$ cat src/rtl/output_packet_streamer_pkg.sv
// Shared definitions for the output packet streamer.
//   - header geometry and BRAM geometry
//   - FSM state encoding
//   - header magic words used by the output manager
//   - count clamp helper
package output_packet_streamer_pkg;

  localparam int unsigned HdrLen    = 6;
  localparam int unsigned HdrIdxW   = 3;
  localparam int unsigned BramDepth = 512;
  localparam int unsigned BramAddrW = 9;
  localparam int unsigned BramSelW  = 3;
  // Words per BRAM after clamping: 0..512.
  localparam int unsigned CountW    = 10;
  // Data beats per packet: up to 8 * 512 = 4096.
  localparam int unsigned BeatsW    = 13;

  localparam logic [15:0] MagicNotify = 16'hC0DE;
  localparam logic [15:0] MagicData   = 16'hDA7A;

  typedef enum logic [1:0] {
    StIdle,
    StHdr,
    StData,
    StDone
  } state_e;

  // Requests larger than one BRAM read the whole BRAM.
  function automatic logic [CountW-1:0] clamp_count(input logic [15:0] c);
    if (c > 16'(BramDepth)) begin
      return CountW'(BramDepth);
    end
    return c[CountW-1:0];
  endfunction

endpackage

$ cat src/rtl/stream_prefetch_fifo.sv
// Small synchronous FIFO that holds prefetched BRAM words ahead of the stream.
// Ports:
//   clk, rst_n       clock, asynchronous active-low reset (empties the FIFO)
//   push, push_data  write one word (ignored when full)
//   pop              drop the head word (ignored when empty)
//   head             current head word
//   count            number of stored words, 0..DEPTH
//   empty            count == 0
module stream_prefetch_fifo #(
  parameter int unsigned DW    = 16,
  parameter int unsigned DEPTH = 4
) (
  input  logic                     clk,
  input  logic                     rst_n,
  input  logic                     push,
  input  logic [DW-1:0]            push_data,
  input  logic                     pop,
  output logic [DW-1:0]            head,
  output logic [$clog2(DEPTH):0]   count,
  output logic                     empty
);

  localparam int unsigned AW = $clog2(DEPTH);

  logic [DW-1:0] mem_q [DEPTH];
  logic [AW-1:0] wr_ptr_q, wr_ptr_d;
  logic [AW-1:0] rd_ptr_q, rd_ptr_d;
  logic [AW:0]   count_q, count_d;
  logic          do_push, do_pop;

  assign empty   = (count_q == '0);
  assign do_push = push && (count_q != (AW+1)'(DEPTH));
  assign do_pop  = pop && !empty;
  assign head    = mem_q[rd_ptr_q];
  assign count   = count_q;

  always_comb begin
    wr_ptr_d = wr_ptr_q;
    rd_ptr_d = rd_ptr_q;
    count_d  = count_q;
    // Power-of-two depth: pointers wrap naturally.
    if (do_push) wr_ptr_d = wr_ptr_q + AW'(1);
    if (do_pop)  rd_ptr_d = rd_ptr_q + AW'(1);
    case ({do_push, do_pop})
      2'b10:   count_d = count_q + (AW+1)'(1);
      2'b01:   count_d = count_q - (AW+1)'(1);
      default: count_d = count_q;
    endcase
  end

  always_ff @(posedge clk or negedge rst_n) begin
    if (!rst_n) begin
      wr_ptr_q <= '0;
      rd_ptr_q <= '0;
      count_q  <= '0;
    end else begin
      wr_ptr_q <= wr_ptr_d;
      rd_ptr_q <= rd_ptr_d;
      count_q  <= count_d;
    end
  end

  // Storage needs no reset: count gates every read.
  always_ff @(posedge clk) begin
    if (do_push) mem_q[wr_ptr_q] <= push_data;
  end

endmodule

$ cat src/rtl/output_packet_streamer.sv
// Streams one output packet over AXI-Stream: a 6-word header followed by the
// words of a BRAM range, prefetched through a 1-cycle-latency read port.
// Ports:
//   clk, rst_n                     clock, asynchronous active-low reset
//   header_word_0..5, send_header  header contents, latched on send_header in idle
//   trigger_read                   start a packet (ignored and flagged while busy)
//   rd_bram_start/end, rd_addr_count  inclusive BRAM range and words per BRAM
//   bram_rd_en/sel/addr, bram_rd_data BRAM read port, data one cycle after enable
//   m_axis_*                       AXI-Stream master
//   read_done                      one-cycle pulse after the last beat is accepted
//   busy                           packet in progress
//   trigger_overrun                sticky: trigger_read arrived while not idle
module output_packet_streamer
  import output_packet_streamer_pkg::*;
#(
  parameter int unsigned DW         = 16,
  parameter int unsigned FIFO_DEPTH = 4
) (
  input  logic                 clk,
  input  logic                 rst_n,
  input  logic [15:0]          header_word_0,
  input  logic [15:0]          header_word_1,
  input  logic [15:0]          header_word_2,
  input  logic [15:0]          header_word_3,
  input  logic [15:0]          header_word_4,
  input  logic [15:0]          header_word_5,
  input  logic                 send_header,
  input  logic                 trigger_read,
  input  logic [BramSelW-1:0]  rd_bram_start,
  input  logic [BramSelW-1:0]  rd_bram_end,
  input  logic [15:0]          rd_addr_count,
  output logic                 bram_rd_en,
  output logic [BramSelW-1:0]  bram_rd_sel,
  output logic [BramAddrW-1:0] bram_rd_addr,
  input  logic [DW-1:0]        bram_rd_data,
  output logic [DW-1:0]        m_axis_tdata,
  output logic                 m_axis_tvalid,
  output logic                 m_axis_tlast,
  input  logic                 m_axis_tready,
  output logic                 read_done,
  output logic                 busy,
  output logic                 trigger_overrun
);

  localparam int unsigned FifoCntW = $clog2(FIFO_DEPTH) + 1;
  localparam int unsigned OccW     = FifoCntW + 1;

  state_e               state_q, state_d;
  logic [15:0]          hdr_in [HdrLen];
  logic [15:0]          hdr_q  [HdrLen];
  logic [15:0]          hdr_d  [HdrLen];
  logic [HdrIdxW-1:0]   hdr_idx_q, hdr_idx_d;
  logic [BramSelW-1:0]  end_q, end_d;
  logic [BramSelW-1:0]  cur_sel_q, cur_sel_d;
  logic [BramAddrW-1:0] cur_addr_q, cur_addr_d;
  logic [CountW-1:0]    count_q, count_d;
  logic                 rd_pending_q, rd_pending_d;
  logic                 inflight_q, inflight_d;
  logic [BeatsW-1:0]    beats_left_q, beats_left_d;
  logic                 overrun_q, overrun_d;

  logic [BramSelW-1:0]  eff_end;
  logic [CountW-1:0]    eff_count;
  logic [BramSelW:0]    num_bram;
  logic [BeatsW-1:0]    total_beats;
  logic [FifoCntW-1:0]  fifo_count;
  logic [OccW-1:0]      occupancy;
  logic                 fifo_empty;
  logic [DW-1:0]        fifo_head;
  logic                 fifo_pop;
  logic                 beat;

  assign hdr_in[0] = header_word_0;
  assign hdr_in[1] = header_word_1;
  assign hdr_in[2] = header_word_2;
  assign hdr_in[3] = header_word_3;
  assign hdr_in[4] = header_word_4;
  assign hdr_in[5] = header_word_5;

  // Range normalisation applied at trigger time.
  assign eff_end     = (rd_bram_end < rd_bram_start) ? rd_bram_start : rd_bram_end;
  assign eff_count   = clamp_count(rd_addr_count);
  assign num_bram    = {1'b0, eff_end} - {1'b0, rd_bram_start} + (BramSelW+1)'(1);
  assign total_beats = BeatsW'(num_bram) * BeatsW'(eff_count);

  // Words held plus the read whose data lands next cycle must fit in the FIFO.
  assign occupancy  = OccW'(fifo_count) + OccW'(inflight_q);
  assign bram_rd_en = (state_q == StHdr || state_q == StData) && rd_pending_q &&
                      (occupancy < OccW'(FIFO_DEPTH));
  assign bram_rd_sel  = cur_sel_q;
  assign bram_rd_addr = cur_addr_q;

  assign busy            = (state_q == StHdr) || (state_q == StData);
  assign read_done       = (state_q == StDone);
  assign trigger_overrun = overrun_q;
  assign beat            = m_axis_tvalid && m_axis_tready;

  stream_prefetch_fifo #(
    .DW    (DW),
    .DEPTH (FIFO_DEPTH)
  ) u_fifo (
    .clk       (clk),
    .rst_n     (rst_n),
    .push      (inflight_q),
    .push_data (bram_rd_data),
    .pop       (fifo_pop),
    .head      (fifo_head),
    .count     (fifo_count),
    .empty     (fifo_empty)
  );

  // Output mux.
  always_comb begin
    m_axis_tvalid = 1'b0;
    m_axis_tdata  = '0;
    m_axis_tlast  = 1'b0;
    fifo_pop      = 1'b0;
    unique case (state_q)
      StHdr: begin
        m_axis_tvalid = 1'b1;
        m_axis_tdata  = DW'(hdr_q[hdr_idx_q]);
        m_axis_tlast  = (hdr_idx_q == HdrIdxW'(HdrLen - 1)) && (count_q == '0);
      end
      StData: begin
        m_axis_tvalid = !fifo_empty;
        m_axis_tdata  = fifo_head;
        m_axis_tlast  = !fifo_empty && (beats_left_q == BeatsW'(1));
        fifo_pop      = !fifo_empty && m_axis_tready;
      end
      default: ;
    endcase
  end

  // Next-state: FSM, header latch and address generator.
  always_comb begin
    state_d      = state_q;
    hdr_d        = hdr_q;
    hdr_idx_d    = hdr_idx_q;
    end_d        = end_q;
    cur_sel_d    = cur_sel_q;
    cur_addr_d   = cur_addr_q;
    count_d      = count_q;
    rd_pending_d = rd_pending_q;
    inflight_d   = bram_rd_en;
    beats_left_d = beats_left_q;
    overrun_d    = overrun_q || (trigger_read && state_q != StIdle);

    if (bram_rd_en) begin
      if ({1'b0, cur_addr_q} == count_q - CountW'(1)) begin
        if (cur_sel_q == end_q) begin
          rd_pending_d = 1'b0;
        end else begin
          cur_sel_d  = cur_sel_q + BramSelW'(1);
          cur_addr_d = '0;
        end
      end else begin
        cur_addr_d = cur_addr_q + BramAddrW'(1);
      end
    end

    unique case (state_q)
      StIdle: begin
        if (send_header) hdr_d = hdr_in;
        if (trigger_read) begin
          state_d      = StHdr;
          hdr_idx_d    = '0;
          end_d        = eff_end;
          cur_sel_d    = rd_bram_start;
          cur_addr_d   = '0;
          count_d      = eff_count;
          rd_pending_d = (eff_count != '0);
          beats_left_d = total_beats;
        end
      end
      StHdr: begin
        if (beat) begin
          hdr_idx_d = hdr_idx_q + HdrIdxW'(1);
          if (hdr_idx_q == HdrIdxW'(HdrLen - 1)) begin
            state_d = (count_q == '0) ? StDone : StData;
          end
        end
      end
      StData: begin
        if (beat) begin
          beats_left_d = beats_left_q - BeatsW'(1);
          if (beats_left_q == BeatsW'(1)) state_d = StDone;
        end
      end
      StDone: state_d = StIdle;
      default: state_d = StIdle;
    endcase
  end

  always_ff @(posedge clk or negedge rst_n) begin
    if (!rst_n) begin
      state_q      <= StIdle;
      for (int i = 0; i < HdrLen; i++) hdr_q[i] <= '0;
      hdr_idx_q    <= '0;
      end_q        <= '0;
      cur_sel_q    <= '0;
      cur_addr_q   <= '0;
      count_q      <= '0;
      rd_pending_q <= 1'b0;
      inflight_q   <= 1'b0;
      beats_left_q <= '0;
      overrun_q    <= 1'b0;
    end else begin
      state_q      <= state_d;
      hdr_q        <= hdr_d;
      hdr_idx_q    <= hdr_idx_d;
      end_q        <= end_d;
      cur_sel_q    <= cur_sel_d;
      cur_addr_q   <= cur_addr_d;
      count_q      <= count_d;
      rd_pending_q <= rd_pending_d;
      inflight_q   <= inflight_d;
      beats_left_q <= beats_left_d;
      overrun_q    <= overrun_d;
    end
  end

endmodule

$ cat config.mk
export PLATFORM = sky130hd
export DESIGN_NAME = output_packet_streamer
export DESIGN_NICKNAME = d
export VERILOG_FILES = /design/src/rtl/output_packet_streamer_pkg.sv /design/src/rtl/stream_prefetch_fifo.sv /design/src/rtl/output_packet_streamer.sv
export SDC_FILE = /design/constraint.sdc
export NUM_CORES = 1
export LEC_CHECK = 0
export CORE_MARGIN = 5
export CORE_UTILIZATION = 28
export CTS_CLUSTER_DIAMETER = 40
export CTS_CLUSTER_SIZE = 25
export DETAILED_ROUTE_END_ITERATION = 10
export PLACE_DENSITY_LB_ADDON = 0.25
export SYNTH_ARGS = -nofsm -noshare
export SYNTH_HDL_FRONTEND = slang
export SYNTH_SLANG_ARGS = --single-unit
$ cat constraint.sdc
create_clock -name clk -period 2.9 [get_ports clk]
set_clock_uncertainty 0.05 [all_clocks]
set_input_delay 0.58 -clock clk [delete_from_list [all_inputs] [get_ports clk]]
set_output_delay 0.58 -clock clk [all_outputs]
set_load 0.02 [all_outputs]
Word level (Yosys, flattened, before mapping)
Memories as Yosys holds them, arrays and structs flattened.
Cells that the tools add are included.
{"block": "word_totals", "ff_bits": 149, "ramBits": 64, "input_bits": 139, "output_inout_bits": 34, "wordCells": 120, "n_memories": 1}
{"memory": "u_fifo.mem_q", "words": 4, "word_bits": 16, "rd": 1, "rd_clocked_by_memory_dff": 0, "write_ports": 1, "line_no": "stream_prefetch_fifo.sv:25", "text": "logic [DW-1:0] mem_q [DEPTH];"}
{"block": "classes", "add_sub_neg": 12, "mul": 1, "magnitude_cmp": 4, "eq_ne": 15, "mux": 42, "bitwise": 1, "n_reduce_logical": 25}
{"op": "binary-select mux 16 bit (select 3 bit)", "count": 1}
{"op": "2-to-1 mux 9 bit", "count": 5}
{"op": "2-to-1 mux 16 bit", "count": 2}
{"op": "one-hot mux 16 bit (2 select lines)", "count": 1}
{"op": "2-to-1 mux 13 bit", "count": 2}
{"op": "one-hot mux 13 bit (2 select lines)", "count": 1}
{"op": "2-to-1 mux 3 bit", "count": 8}
{"op": "2-to-1 mux 10 bit", "count": 2}
{"op": "> comparator 16 x 10 -> 1 bit, second input constant", "count": 1}
{"op": "equality test 13 x 1 -> 1 bit, second input constant", "count": 1}
{"op": "multiplier 4 x 10 -> 13 bit", "count": 1}
{"op": "subtractor 13 x 1 -> 13 bit, second input constant", "count": 1}
{"op": "one-hot mux 3 bit (2 select lines)", "count": 2}
{"op": "equality test 9 x 10 -> 1 bit", "count": 1}
{"op": "logical NOT 10 bit", "count": 1}
{"op": "2-to-1 mux 1 bit", "count": 10}
{"op": "2-to-1 mux 2 bit", "count": 5}
{"op": "nonzero test 10 bit", "count": 1}
{"op": "subtractor 10 x 1 -> 10 bit, second input constant", "count": 1}
{"op": "adder 3 x 1 -> 3 bit, second input constant", "count": 3}
{"op": "adder 9 x 1 -> 9 bit, second input constant", "count": 1}
{"op": "logical AND 1 bit", "count": 9}
{"op": "one-hot mux 2 bit (4 select lines)", "count": 1}
{"op": "nonzero test 2 bit", "count": 4}
{"op": "other kinds (24)", "count": 35}

Longest topological paths before layout
{"block": "depth", "word_depth": 7, "depth_mapped": 24, "mapped_depth_nobuf": 24}

Cells and area by module
A second synthesis with hierarchy kept.
{"block": "unflattened", "cells_unflattened": 946, "area_unflattened_um2": 11446.0}
{"module": "output_packet_streamer", "n_inst": 1, "cells_per_inst": 825, "area_per_inst_um2": 8667.1, "seq_area_each_um2": 3553.4}
{"module": "stream_prefetch_fifo", "n_inst": 1, "cells_per_inst": 121, "area_per_inst_um2": 2778.9, "seq_area_each_um2": 2097.0}

Worst setup path before layout
Ideal clock, no wire load.
{"block": "synth_timing", "kind": "input port to flip-flop", "start": "input port rd_bram_start[1]", "end": "register beats_left_q[12]", "setup_ns": 0.104, "arrival_ns": 5.295, "required_time_ns": 2.746, "slack_ns": -2.549, "stages": 24, "path_buffers": 0, "cell_sequence": "inv_1 ha_1 a21oi_1 o21bai_1 nor2_1 a21oi_1 ha_1 inv_1 ha_1 fa_1 xor2_1 nor2_1 fa_1 inv_1 fa_1 inv_1 ha_1 nor2b_1 o21ai_0 a21boi_0 o21ai_0 a21oi_1 xnor2_1 a221oi_1"}
{"block": "synth_between", "elab_chain_len": 7}
{"element": "from (decl)", "line_no": "output_packet_streamer.sv:29", "text": "input logic [BramSelW-1:0] rd_bram_start,"}
{"element": "less-than comparator 3 bit", "line_no": "output_packet_streamer.sv:81", "text": "assign eff_end = (rd_bram_end < rd_bram_start) ? rd_bram_start : rd_bram_end;"}
{"element": "2-to-1 mux 3 bit", "line_no": "output_packet_streamer.sv:81"}
{"element": "subtractor 3 x 3 -> 4 bit (*)", "line_no": "output_packet_streamer.sv:83", "text": "assign num_bram = {1'b0, eff_end} - {1'b0, rd_bram_start} + (BramSelW+1)'(1);"}
{"element": "adder 4 x 1 -> 4 bit (*)", "line_no": "output_packet_streamer.sv:83"}
{"element": "multiplier 4 x 10 -> 13 bit (*)", "line_no": "output_packet_streamer.sv:84", "text": "assign total_beats = BeatsW'(num_bram) * BeatsW'(eff_count);"}
{"element": "2-to-1 mux 13 bit (*)", "line_no": "output_packet_streamer.sv:164", "text": "if (trigger_read) begin"}
{"element": "one-hot mux 13 bit (2 select lines) (*)", "line_no": "output_packet_streamer.sv:161", "text": "unique case (state_q)"}
{"element": "to (signal assigned)", "line_no": "output_packet_streamer.sv:217", "text": "beats_left_q <= beats_left_d;"}
{"element": "to (decl)", "line_no": "output_packet_streamer.sv:59", "text": "logic [BeatsW-1:0] beats_left_q, beats_left_d;"}
Every way passes the cells marked *; elsewhere a longest branch is shown, timed or not. The select of a mux whose other input is x is not followed.
A chain may end at the register's enable or synchronous reset.

Final worst setup path
{"block": "layout_timing", "start": "input port rd_bram_start[1]", "end": "register beats_left_q[11]"}
The elaborated chain is that of the path after synthesis.

==> run_results.csv <==
group,metric,value,unit
die,rows,74,
setup_path,reg2reg_depth,11,
logic_synthesis,yosysTopAreaCell,"dfrtp_1",
placed_design,placement.io_buffers,172,
drt,drtIter0Drc,367,
die,die_w,212.4,um
setup_path,setup.worst_path.end,"beats_left_q[11]",
logic_synthesis,synth_area_per_cell,12.00,um2
logic_synthesis,syn_nets,1152,
logic_synthesis,synthTopCellsByArea,"dfrtp_1 (33%), edfxtp_1 (17%), mux2_2 (9.5%)",
logic_synthesis,syn-cell-area,11470,um2
setup_path,start_kind,"input pin",
logic_synthesis,async_reset_ff_frac,0.6995,
logic_synthesis,ys_seq_area_frac,0.4927,
timing,drv_slew,0,
timing,final_hold_viol_count,8,
drt,avgViaCountPerCell,4.702,
worst_hold_path,worstHoldPathType,"input pin to asynchronous set/reset pin",
power_and_ir_drop,power_density,965.7,nW/um2
timing,fmax,212.2,MHz
cells_and_area,area_delta_synth_final,48.76,%
logic_synthesis,yosys_warnings,0,
die,core-area,40650,um2
timing,finalCritPeriodShare,1.625,
setup_path,r2r-start,"count_q[0]",
setup_path,ff2ff_setup_slack,0.17,ns
power_and_ir_drop,power_leakage,7.022,nW
power_and_ir_drop,ir_drop,661.0,uV
drt,num_vias,8614,
clock_network,clockBufferDepth,3,
logic_synthesis,synth_seq_cells,213,
timing,relSlewSlack,0.5592,
cells_and_area,fin_util,0.4197,
clock_network,clockRootBuffer,"clkbuf_16",
job,maxCapViolCount,0,
cells_and_area,layout_commonest_cell,"dfrtp_1",
timing,setup_viol,17,
global_route,grt_util_all_layers,0.1399,
drt,drt_wl_total,32180,um
timing,period_minus_slack,4.713,ns
logic_synthesis,synth_cells,956,
placed_design,routabilityCongestion,0.7804,
setup_path,arrival,5.05,ns
logic_synthesis,synth_edf_count,64,
setup_path,rr_endpoint,"bram_rd_sel[2]",
clock_network,htree_levels,2,
drt,drc_errors,0,
setup_path,worst_ep_required_time,3.24,ns
timing,rsz0062_at_grt,"yes",
global_route,grt_pass1_wl,49820,um
global_route,overflow,0,
drt,drt_pre_antenna_iters,4,
logic_synthesis,synth_cell_types,69,
clock_network,cts_made_buffers,39,
logic_synthesis,netlist.area_leader.share,0.3251,
drt,ant_nets,0,
clock_network,cts_num_sinks,213,
clock_network,clk_pin_slew,0.04,ns
setup_path,worstSetupEndpointType,"register",
die,start_util,0.2822,
placed_design,post-dp-hpwl,23350,um
clock_network,cts_tree,"done",
logic_synthesis,synth_flop_cell,"dfrtp_1",
outcome,run_status,"finished with violations",
timing,finalWorstSetupSlack,-1.813,ns
cells_and_area,drive_above_1_share,0.3834,
setup_path,crit_start,"rd_bram_start[1]",
timing,finalSetupTns,-16.59,ns
outcome,violations,"hold timing, setup timing",
global_route,grt_max_degree,53,
timing,tightestPinTransition,0.6581,ns
global_route,met2_usage,0.2311,
cells_and_area,fill_cells,3807,
die,die_y,212.4,um
setup_path,path_class,"input pin to register",
setup_path,critPathMaxFanout,7,
cells_and_area,layout_common_cells,"dfrtp_1 (147), clkdlybuf4s50_1 (146), buf_4 (126), mux2_2 (97), edfxtp_1 (64)",
global_route,grt_pass1_vias,9107,
drt,wl_per_cell,17.56,um
global_route,grt_use_met3,0.04250,
timing,hold_ws,-0.01776,ns
global_route,grt_busiest_layer,"met2",
global_route,globalRouteMet1Util,0.1813,
die,io_pins,173,
global_route,antenna_found_initial,7,
die,die-area,45110,um2
cells_and_area,fin_nets,1466,
clock_network,insertion_delay,0.50,ns
-- where the power goes --
part | leakage, nW | internal, W | switching (W) | total, W
Sequential | 2.37 | 0.00418 | 0.000616 | 0.00480
Combinational | 3.96 | 0.00354 | 0.00329 | 0.00683
Clock | 0.695 | 0.00331 | 0.00154 | 0.00485
-- worst min-delay path by stage --
stage,startpoint,endpoint,cells after the start
4_1_cts,rst_n,u_fifo.wr_ptr_q[1],1
6_report,rst_n,beats_left_q[6],1
5_1_grt,rst_n,u_fifo.wr_ptr_q[1],1
3_3_place_gp,trigger_overrun,trigger_overrun,1
2_1_floorplan,rst_n,beats_left_q[0],0
3_5_place_dp,trigger_overrun,trigger_overrun,1
-- cell usage after synthesis, drive strengths merged (4+ instances only) --
master  instances
buf            14
or2             5
nor2           38
clkbuf         33
a21oi          23
inv            78
mux2i          20
o21ai          41
xnor2          21
and2            8
a22oi          17
mux2           99
edfxtp         64
a221oi          4
nand3          28
nor4            4
nor3           24
fa             18
a32o            5
xor2           13
nand2          58
mux4           32
o22ai          22
and3           22
or3             4
ha             39
dfrtp         149
o21a            5
nor2b          18
a31oi           5
-- timing repair --
action                     4_1_cts  5_1_grt
pin swaps                       52       38
buffers inserted                18       17
resized for setup              214       58
setup endpoints to repair       31       28
cloned                           1        0
hold buffers                     0        0
-- cell type report --
class                      instances  area (um2)  area share
clock inverter                    24       355.3     0.02083
tap                              532       665.6     0.03902
clock buffer                      46        1052     0.06168
inverter                          79       302.8     0.01775
multi-input combinational        617        5976      0.3503
timing repair buffer             320        3053      0.1790
sequential                       213        5653      0.3314
antenna                            1       2.502   0.0001467
-- critical path, cell delays in order --
cell	delay (ns)
buf_8	0.10
inv_4	0.05
ha_4	0.19
a21oi_4	0.14
o21bai_4	0.10
nor2_2	0.10
a21oi_2	0.05
ha_1	0.27
inv_1	0.04
ha_2	0.17
fa_2	0.42
xor2_4	0.32
nor2_2	0.09
fa_1	0.57
inv_2	0.05
fa_2	0.54
inv_2	0.04
ha_4	0.15
a211o_1	0.30
a2111oi_4	0.34
nor3_2	0.07
xor2_1	0.15
o221a_2	0.23
-- kinds of logic after synthesis --
kind of cell    share of synthesized area
compound gates                    0.08794
xor+xnor                          0.02597
fa+ha+maj                         0.07397
buf+inv                           0.04233
flops                              0.4927
mux                                0.1775
simple gates                      0.09961
-- routing by layer --
metal  vias up  share of wire  routed length [um]
met4        10          0.019                 597
li1       4097              -                   -
met5         -         0.0019                  60
met1      4249           0.43               13750
met3        55          0.072                2301
met2       203           0.48               15470
-- stage by stage --
stage          std cells  total power [W]  setup slack (ns)  hold slack (ns)  area, um2
3_5_place_dp        1731          0.01121            -3.023           0.4040      14830
3_3_place_gp        1731          0.01114            -2.948           0.3964      14830
4_1_cts             1816          0.01644            -1.801         0.004546      16750
6_report            1832          0.01647            -1.813         -0.01776      17060
2_1_floorplan        956         0.008650            -2.130           0.2344      11580
5_1_grt             1831          0.01746            -1.969          0.02303      17060
-- flip-flops by register name (all words and copies together) (netlist names), 3 cells and up --
register / count
hdr_q: 96
hdr_idx_q: 3
u_fifo.mem_q: 64
u_fifo.count: 3
bram_rd_addr: 9
beats_left_q: 13
count_q: 10
end_q: 3
bram_rd_sel: 3
Power figures use the tool's default switching activity.
